File: config.mk
export PLATFORM = sky130hd
export DESIGN_NAME = hub_div_operand_classifier_flat
export DESIGN_NICKNAME = d
export VERILOG_FILES = /design/src/rtl/hub_div_operand_classifier_if.sv /design/src/rtl/hub_div_operand_classifier.sv /design/src/flat_wrapper.sv
export SDC_FILE = /design/constraint.sdc
export NUM_CORES = 1
export LEC_CHECK = 0
export BUFFER_PORTS_ARGS = -buffer_cell sky130_fd_sc_hd__buf_2
export CAP_MARGIN = 0
export CORE_UTILIZATION = 53
export CTS_BUF_LIST = sky130_fd_sc_hd__clkbuf_16
export CTS_CLUSTER_DIAMETER = 40
export DETAILED_ROUTE_END_ITERATION = 10
export PLACE_DENSITY = 0.77
export SETUP_SLACK_MARGIN = 0.2
export SLEW_MARGIN = 40
export SYNTH_ARGS = -nofsm -noshare
export SYNTH_HDL_FRONTEND = slang
export SYNTH_SLANG_ARGS = --single-unit
File: constraint.sdc
create_clock -name clk -period 2.4 [get_ports clk]
set_clock_uncertainty 0.15 [all_clocks]
set_input_delay 0.12 -clock clk [delete_from_list [all_inputs] [get_ports clk]]
set_output_delay 0.12 -clock clk [all_outputs]
set_load 0.01 [all_outputs]
File: src/rtl/hub_div_operand_classifier_if.sv
// Operand/result bus of the FPHUB divider input stage.
// slave = classifier side, master = upstream producer plus downstream consumer.
interface hub_div_operand_classifier_if #(
   parameter int E = 8,
   parameter int M = 23,
   parameter int C = 3
);
   logic             in_valid;
   logic             in_ready;
   logic [E+M:0]     X_in;
   logic [E+M:0]     Y_in;
   logic             out_valid;
   logic             out_ready;
   logic [E+M:0]     X;
   logic [E+M:0]     Y;
   logic [C-1:0]     X_special_case;
   logic [C-1:0]     Y_special_case;
   logic             any_special;

   modport slave (
      input  in_valid, X_in, Y_in, out_ready,
      output in_ready, out_valid, X, Y, X_special_case, Y_special_case, any_special
   );

   modport master (
      output in_valid, X_in, Y_in, out_ready,
      input  in_ready, out_valid, X, Y, X_special_case, Y_special_case, any_special
   );
endinterface

File: src/rtl/hub_div_operand_classifier.sv
// FPHUB divider input stage: classifies X/Y into special-case codes and buffers
// them in a two-entry skid buffer. Define HUB_DIV_ONE_DETECT_EN to enable +-1 codes.
module hub_div_class_unit #(
   parameter int E = 8,
   parameter int M = 23,
   parameter int C = 3
) (
   input  logic [E+M:0] op,
   output logic [C-1:0] code
);
`ifdef HUB_DIV_ONE_DETECT_EN
   localparam bit ONE_EN = 1'b1;
`else
   localparam bit ONE_EN = 1'b0;
`endif
   localparam logic [E-1:0] ONE_EXP = {1'b1, {(E-1){1'b0}}};

   logic         sign;
   logic [E-1:0] expo;
   logic [M-1:0] man;

   assign sign = op[E+M];
   assign expo = op[E+M-1:M];
   assign man  = op[M-1:0];

   // No NaN in HUB: all-ones exponent is infinity whatever the mantissa.
   always_comb begin
      code = '0;
      if (&expo)
         code = sign ? C'(2) : C'(1);
      else if (~|expo)
         code = sign ? C'(4) : C'(3);
      else if (ONE_EN && (expo == ONE_EXP) && ~|man)
         code = sign ? C'(6) : C'(5);
   end
endmodule

module hub_div_operand_classifier #(
   parameter int M            = 23,
   parameter int E            = 8,
   parameter int special_case = 7
) (
   input  logic clk,
   input  logic rst_n,
   hub_div_operand_classifier_if.slave bus
);
   localparam int W = E + M + 1;
   localparam int C = $clog2(special_case);

   typedef struct packed {
      logic [W-1:0] x;
      logic [W-1:0] y;
      logic [C-1:0] xc;
      logic [C-1:0] yc;
   } entry_t;

   typedef enum logic [1:0] {EMPTY, ONE, FULL} state_t;

   logic [1:0][W-1:0] ops;
   logic [1:0][C-1:0] codes;
   entry_t            in_e, o_q, s_q;
   state_t            state_q, state_d;
   logic              in_ready_q;
   logic              accept, drain;
   logic              load_o_in, load_o_s, load_s;

   assign ops = {bus.Y_in, bus.X_in};

   for (genvar g = 0; g < 2; g++) begin : g_cls
      hub_div_class_unit #(.E(E), .M(M), .C(C)) u_cls (
         .op   (ops[g]),
         .code (codes[g])
      );
   end

   assign in_e   = '{x: bus.X_in, y: bus.Y_in, xc: codes[0], yc: codes[1]};
   assign accept = bus.in_valid & in_ready_q;
   assign drain  = (state_q != EMPTY) & bus.out_ready;

   always_comb begin
      state_d   = state_q;
      load_o_in = 1'b0;
      load_o_s  = 1'b0;
      load_s    = 1'b0;
      case (state_q)
         EMPTY: if (accept) begin
            state_d   = ONE;
            load_o_in = 1'b1;
         end
         ONE: begin
            if (accept && drain) begin
               load_o_in = 1'b1;
            end else if (accept) begin
               state_d = FULL;
               load_s  = 1'b1;
            end else if (drain) begin
               state_d = EMPTY;
            end
         end
         FULL: if (drain) begin
            state_d  = ONE;
            load_o_s = 1'b1;
         end
         default: state_d = EMPTY;
      endcase
   end

   // in_ready comes straight from a flop so out_ready never reaches upstream.
   always_ff @(posedge clk or negedge rst_n) begin
      if (!rst_n) begin
         state_q    <= EMPTY;
         in_ready_q <= 1'b1;
         o_q        <= '0;
         s_q        <= '0;
      end else begin
         state_q    <= state_d;
         in_ready_q <= (state_d != FULL);
         if (load_o_in)
            o_q <= in_e;
         else if (load_o_s)
            o_q <= s_q;
         if (load_s)
            s_q <= in_e;
      end
   end

   assign bus.in_ready       = in_ready_q;
   assign bus.out_valid      = (state_q != EMPTY);
   assign bus.X              = o_q.x;
   assign bus.Y              = o_q.y;
   assign bus.X_special_case = o_q.xc;
   assign bus.Y_special_case = o_q.yc;
   assign bus.any_special    = (|o_q.xc) | (|o_q.yc);
endmodule

File: src/flat_wrapper.sv
// flat-port wrapper written by rule: the top's interface ports become plain ports
module hub_div_operand_classifier_flat 
#(
   parameter int M            = 23,
   parameter int E            = 8,
   parameter int special_case = 7
)
  (clk, rst_n, bus_in_valid, bus_X_in, bus_Y_in, bus_out_ready, bus_in_ready, bus_out_valid, bus_X, bus_Y, bus_X_special_case, bus_Y_special_case, bus_any_special);
  hub_div_operand_classifier_if #(.E(E), .M(M), .C(3)) bus_i ();
  input  logic clk;
  input  logic rst_n;
  input wire logic [$bits(bus_i.in_valid)-1:0] bus_in_valid;
  input wire logic [$bits(bus_i.X_in)-1:0] bus_X_in;
  input wire logic [$bits(bus_i.Y_in)-1:0] bus_Y_in;
  input wire logic [$bits(bus_i.out_ready)-1:0] bus_out_ready;
  output wire logic [$bits(bus_i.in_ready)-1:0] bus_in_ready;
  output wire logic [$bits(bus_i.out_valid)-1:0] bus_out_valid;
  output wire logic [$bits(bus_i.X)-1:0] bus_X;
  output wire logic [$bits(bus_i.Y)-1:0] bus_Y;
  output wire logic [$bits(bus_i.X_special_case)-1:0] bus_X_special_case;
  output wire logic [$bits(bus_i.Y_special_case)-1:0] bus_Y_special_case;
  output wire logic [$bits(bus_i.any_special)-1:0] bus_any_special;
  assign bus_i.in_valid = bus_in_valid;
  assign bus_i.X_in = bus_X_in;
  assign bus_i.Y_in = bus_Y_in;
  assign bus_i.out_ready = bus_out_ready;
  assign bus_in_ready = bus_i.in_ready;
  assign bus_out_valid = bus_i.out_valid;
  assign bus_X = bus_i.X;
  assign bus_Y = bus_i.Y;
  assign bus_X_special_case = bus_i.X_special_case;
  assign bus_Y_special_case = bus_i.Y_special_case;
  assign bus_any_special = bus_i.any_special;
  hub_div_operand_classifier #(.M(M), .E(E), .special_case(special_case)) u_core (.clk(clk), .rst_n(rst_n), .bus(bus_i));
endmodule
# ---- Word-level counts from Yosys, hierarchy flattened
# Cells that the tools add are included.
dict set report word_totals {
  ram_bits 0
  latch_bits 0
  out_inout_bits 73
  memories 0
  mem_bits_ro 0
  regBits 143
  inputBits 68
}
dict set report op_classes {
  div 0
  n_mux 23
  n_bitwise 3
  n_addsub 0
  n_eq_ne 3
  n_reduce_logical 10
  mul 0
  order_cmp 0
  shift 0
}
# op count
set ops {}
lappend ops {{$mux W70} 2}
lappend ops {{$mux W3} 6}
lappend ops {{$reduce_and A8 Y1} 2}
lappend ops {{$reduce_or A8 Y1} 2}
lappend ops {{$mux W2} 7}
lappend ops {{$mux W1} 6}
lappend ops {{$pmux W2 S3} 1}
lappend ops {{$reduce_or A3 Y1} 2}
lappend ops {{$reduce_bool A2 Y1} 2}
lappend ops {{$and A1 B1 Y1} 2}
lappend ops {{$eq A2 B1 Y1 const B} 1}
lappend ops {{$eq A2 B2 Y1 const B} 1}
lappend ops {{$logic_not A2 Y1} 1}
lappend ops {{$ne A2 B2 Y1 const B} 1}
lappend ops {{$pmux W1 S2} 1}
lappend ops {{$logic_and A1 B1 Y1} 1}
lappend ops {{$or A1 B1 Y1} 1}

# ---- Longest topological paths before layout
dict set report depth {
  ltp_word 7
  mapped_depth 7
  mapped_depth_nobuf 4
}

# ---- Modules after synthesis
# Synthesis repeated with hierarchy kept, for this count alone.
dict set report hier_totals {
  cells_unflattened 418
  hier_area_um2 5965.7
}
# module area_each_um2 cells_per_inst instances
set modules_own_cells {}
lappend modules_own_cells {hub_div_operand_classifier 5813.1 400 1}
lappend modules_own_cells {hub_div_class_unit 76.3 9 2}

# ---- Worst setup path after synthesis
# Ideal clock, no wire load.
dict set report synth_timing {
  path_type {reg2reg}
  start {register u_core.in_ready_q, in the netlist u_core.bus.in_ready}
  end {register u_core.s_q[11] (netlist bit)}
  arrival_time_ns 1.492
  setup_ns 0.117
  slack_ns 0.641
  path_stages_with_launch 7
  required_time_ns 2.133
  path_cell_list {dfstp_2 nand2_1 or3_1 buf_2 buf_1 nand2_1 nand2_1}
}
dict set report synth_between {
  elab_chain_cells 4
  elab_cells_between_ends 5
  classes_between {3 x mux; 1 x bitwise; 1 x reduce/logical}
}
# item line
set synth_lines {}
lappend synth_lines {{start: declaration} hub_div_operand_classifier.sv:63} ;# logic in_ready_q;
lappend synth_lines {{start signal: assignment} hub_div_operand_classifier.sv:117} ;# in_ready_q <= (state_d != FULL);
lappend synth_lines {{$and A1 B1 Y1 *} hub_div_operand_classifier.sv:77} ;# assign accept = bus.in_valid & in_ready_q;
lappend synth_lines {{$mux W1 / $logic_and A1 B1 Y1 (equally long branches)} {hub_div_operand_classifier.sv:93, hub_div_operand_classifier.sv:91}}
lappend synth_lines {{$mux W1 *} hub_div_operand_classifier.sv:91} ;# if (accept && drain) begin
lappend synth_lines {{$mux W1 *} hub_div_operand_classifier.sv:85} ;# case (state_q)
lappend synth_lines {{end signal: assignment} hub_div_operand_classifier.sv:123} ;# s_q <= in_e;
lappend synth_lines {{end: declaration} hub_div_operand_classifier.sv:61} ;# entry_t in_e, o_q, s_q;
# Mark *: on every way between the ends. The rest lies on a longest branch, timed or not.
# A chain may end at the register's enable or synchronous reset.

# ---- Final worst setup path
dict set report layout_timing {
  start {register u_core.in_ready_q, in the netlist u_core.bus.in_ready}
  end {register u_core.o_q, in the netlist u_core.bus.Y_special_case[0]}
}
dict set report layout_between {
  elab_chain_cells 5
  elab_cells_between_ends 7
  classes_between {4 x mux; 1 x bitwise; 2 x reduce/logical}
}
# item line
set layout_lines {}
lappend layout_lines {{$and A1 B1 Y1 *} hub_div_operand_classifier.sv:77}
lappend layout_lines {{$logic_and A1 B1 Y1} hub_div_operand_classifier.sv:91}
lappend layout_lines {{$mux W1} hub_div_operand_classifier.sv:91}
lappend layout_lines {{$pmux W1 S2 *} hub_div_operand_classifier.sv:85}
lappend layout_lines {{$mux W70 / $reduce_bool A2 Y1 (equally long branches)} -}
lappend layout_lines {{end signal: assignment} hub_div_operand_classifier.sv:119} ;# o_q <= in_e;
lappend layout_lines {{end signal: assignment} hub_div_operand_classifier.sv:121} ;# o_q <= s_q;
lappend layout_lines {{end: declaration} hub_div_operand_classifier.sv:61}
# Marked as above.

==> run metrics <==
crit share post-route 82.2%; Primary FF master, synth dfrtp_1; Buffers on Ports 140; final WL 14500 um; Die W 108 um; Die Height 108 um; Reg2Reg Depth 5; status finished, final reports clean; Synth Area in Compound Gates 19.6%; initial antenna violation count 0; CTS tree built; Leakage 0.00440 uW; fin crit period 1970 ps; # IOs 141; Crit Path Max Fanout 72; final hold vios 0; core area 10900 um^2; CTS Buf Count 17; mux contribution to synthesized area 0.189%; Mapped Nets 641; Max stage delay on crit path 520 ps; XOR/XNOR share of the synthesized area 0%; DR pass1 iterations 5; Max Clk Rate 507 MHz; Ys Warns 0; GRT Residual Overflow 0; Critical Path Sink Type flip-flop; final setup vio count 0; crit path max-delay cell type dfstp_2; Max VDD drop 0.696 mV; post-synthesis adder-cell area fraction 0%; clock sinks 143; Synth Instances 573; startpoint types flip-flop; vias in the first global route 5024; library cells used by synthesis 33; register area share after synthesis 60.1%; row count 38; GPL Wtd Cong 0.776; ant diodes 0; hold crit path type input port to async pin; global-route wire length before repair 23500 um; fraction of registers with async set/reset 100%; most common cell after layout, fill and taps aside nand2_1; RR Startpoint u_core.bus.in_ready$_DFF_PN1_; Residual DRC 0; Hold WS 130 ps; synthesized cell area 5950 um^2; Worst-Margin Slew 632 ps; routed length per instance 15.8 um; maximum number of pins on one net before global-route repair 73; fin. max-slew vios 0; WS Path Type flip-flop to flip-flop; root cell of the clock tree clkbuf_16; Cell Chain, Critical Path nand2_1 > nor3b_4 > buf_12 > a2bb2oi_1 > o31ai_1; Post-synth EDFFs 0; total negative slack 0 ps; Worst-path clk slew 50 ps; Post-Synth Simple-Gate Area 16.5%; Worst-Skew Late Latency 410 ps; HPWL after DPL 8830 um; internal reg-to-reg setup slack 430 ps; synthesized flop and latch total 143; post-DR vias/cell 5.54; Worst Path Arrival 2110 ps; Initial Utilization 54.7%; reg-to-reg critical path endpoint u_core.bus.Y_special_case[0]$_DFFE_PN0P_; Bufs on Longest Clock Path 2; Mapped Avg Cell Area 10.4 um^2; Max-cap violations 0; Vias 5098; Post-CTS Setup Bufs 0; share of cells above drive strength 1 23.3%; worst rel slew slack 57.9%; Detail Route Antenna Nets 0; Area Overhead vs Synth 34.2%; die area 11700 um^2; H-tree depth 4; power per cell area 1180 nW/um^2; largest family of logic cells by synthesized area compound AO/OA/AOI/OAI gates; RSZ-0062 raised after global routing no; Overall Global Routing Usage 26.0%; most frequent cells in the layout 205 x nand2_1, 142 x dfrtp_1, 139 x buf_2; Worst EP required 2540 ps; Layout Nets 837; Initial DRC Count 274
-- report_power, final --
group	switching (uW)	internal, uW
registers	600	3480
clock network	918	1370
logic	1610	1430
total	3130	6280
-- synthesized netlist by cell type, types with 3 or more instances --
cell | n | area [um^2]
nor2_1 | 10 | 37.5
clkbuf_1 | 14 | 52.6
dfrtp_1 | 142 | 3550
nand2_1 | 205 | 769
nor3_1 | 3 | 15.0
buf_1 | 5 | 18.8
or4_1 | 4 | 30.0
buf_2 | 16 | 80.1
a21oi_1 | 5 | 25.0
buf_6 | 5 | 56.3
a21o_1 | 64 | 480
a22o_1 | 64 | 561
nand4_1 | 4 | 25.0
o31ai_1 | 4 | 30.0
-- flip-flops by register name, indices dropped and copies added (netlist names) --
| register | count |
|---|---|
| u_core.bus.in_ready | 1 |
| u_core.bus.Y_special_case | 3 |
| u_core.bus.X | 32 |
| u_core.state_q | 2 |
| u_core.s_q | 70 |
| u_core.bus.Y | 32 |
| u_core.bus.X_special_case | 3 |
-- worst max-delay path: cells and delay by family (launching register included) --
kind	cells	cell delay (ps)
compound gates	2	300
buf+inv	1	320
flops	1	520
simple gates	2	500
-- repair_timing --
| action | in CTS | in global routing |
|---|---|---|
| hold buffers | 66 | 0 |
| setup endpoints to repair | 0 | 2 |
| gates resized for setup | 0 | 2 |
| hold endpoints to repair | 206 | 0 |
-- routing by layer --
layer,routed length (um),track usage [%]
met1,6200,33.2
met2,7110,43.0
met3,1050,6.63
met4,193,9.10
met5,0,0
-- through the flow --
step | utilization [%] | cells | area (um^2) | worst slack [ps] | total power (uW)
2_1_floorplan | - | 573 | 5950 | 641 | 5870
3_3_place_gp | 62.4 | 823 | 6790 | 370 | 6860
3_5_place_dp | 62.6 | 824 | 6820 | 285 | 7050
4_1_cts | 73.3 | 920 | 7990 | 304 | 9450
5_1_grt | 73.4 | 920 | 7990 | 342 | 9980
6_report | 73.4 | 920 | 7990 | 428 | 9410
-- final cells by class --
cell class,instances,area (um^2)
repair buffers,217,1540
clock buffers,17,425
well taps,140,175
flip-flops and latches,143,3580
clock inverters,13,82.6
inverters,2,7.51
fillers,771,2900
multi-input cells,388,2190
-- worst max path at each step --
stage | startpoint | end | cells after the start
CTS | u_core.bus.in_ready$_DFF_PN1_ | u_core.s_q[0]$_DFFE_PN0P_ | 4
global placement | u_core.state_q[0]$_DFF_PN0_ | u_core.bus.X[4]$_DFFE_PN0P_ | 5
finish | u_core.bus.in_ready$_DFF_PN1_ | u_core.bus.Y_special_case[0]$_DFFE_PN0P_ | 5
global route | u_core.state_q[1]$_DFF_PN0_ | u_core.bus.X_special_case[1]$_DFFE_PN0P_ | 5
floorplan | u_core.bus.in_ready$_DFF_PN1_ | u_core.s_q[11]$_DFFE_PN0P_ | 6
detailed placement | u_core.bus.in_ready$_DFF_PN1_ | u_core.s_q[0]$_DFFE_PN0P_ | 4
-- logic make-up after synthesis --
kind of cell	after synthesis
DFF	143
buffers and inverters	42
and+or+nand+nor	241
AOI/OAI and AO/OA	146
muxes	1
Power figures use the tool's default switching activity.
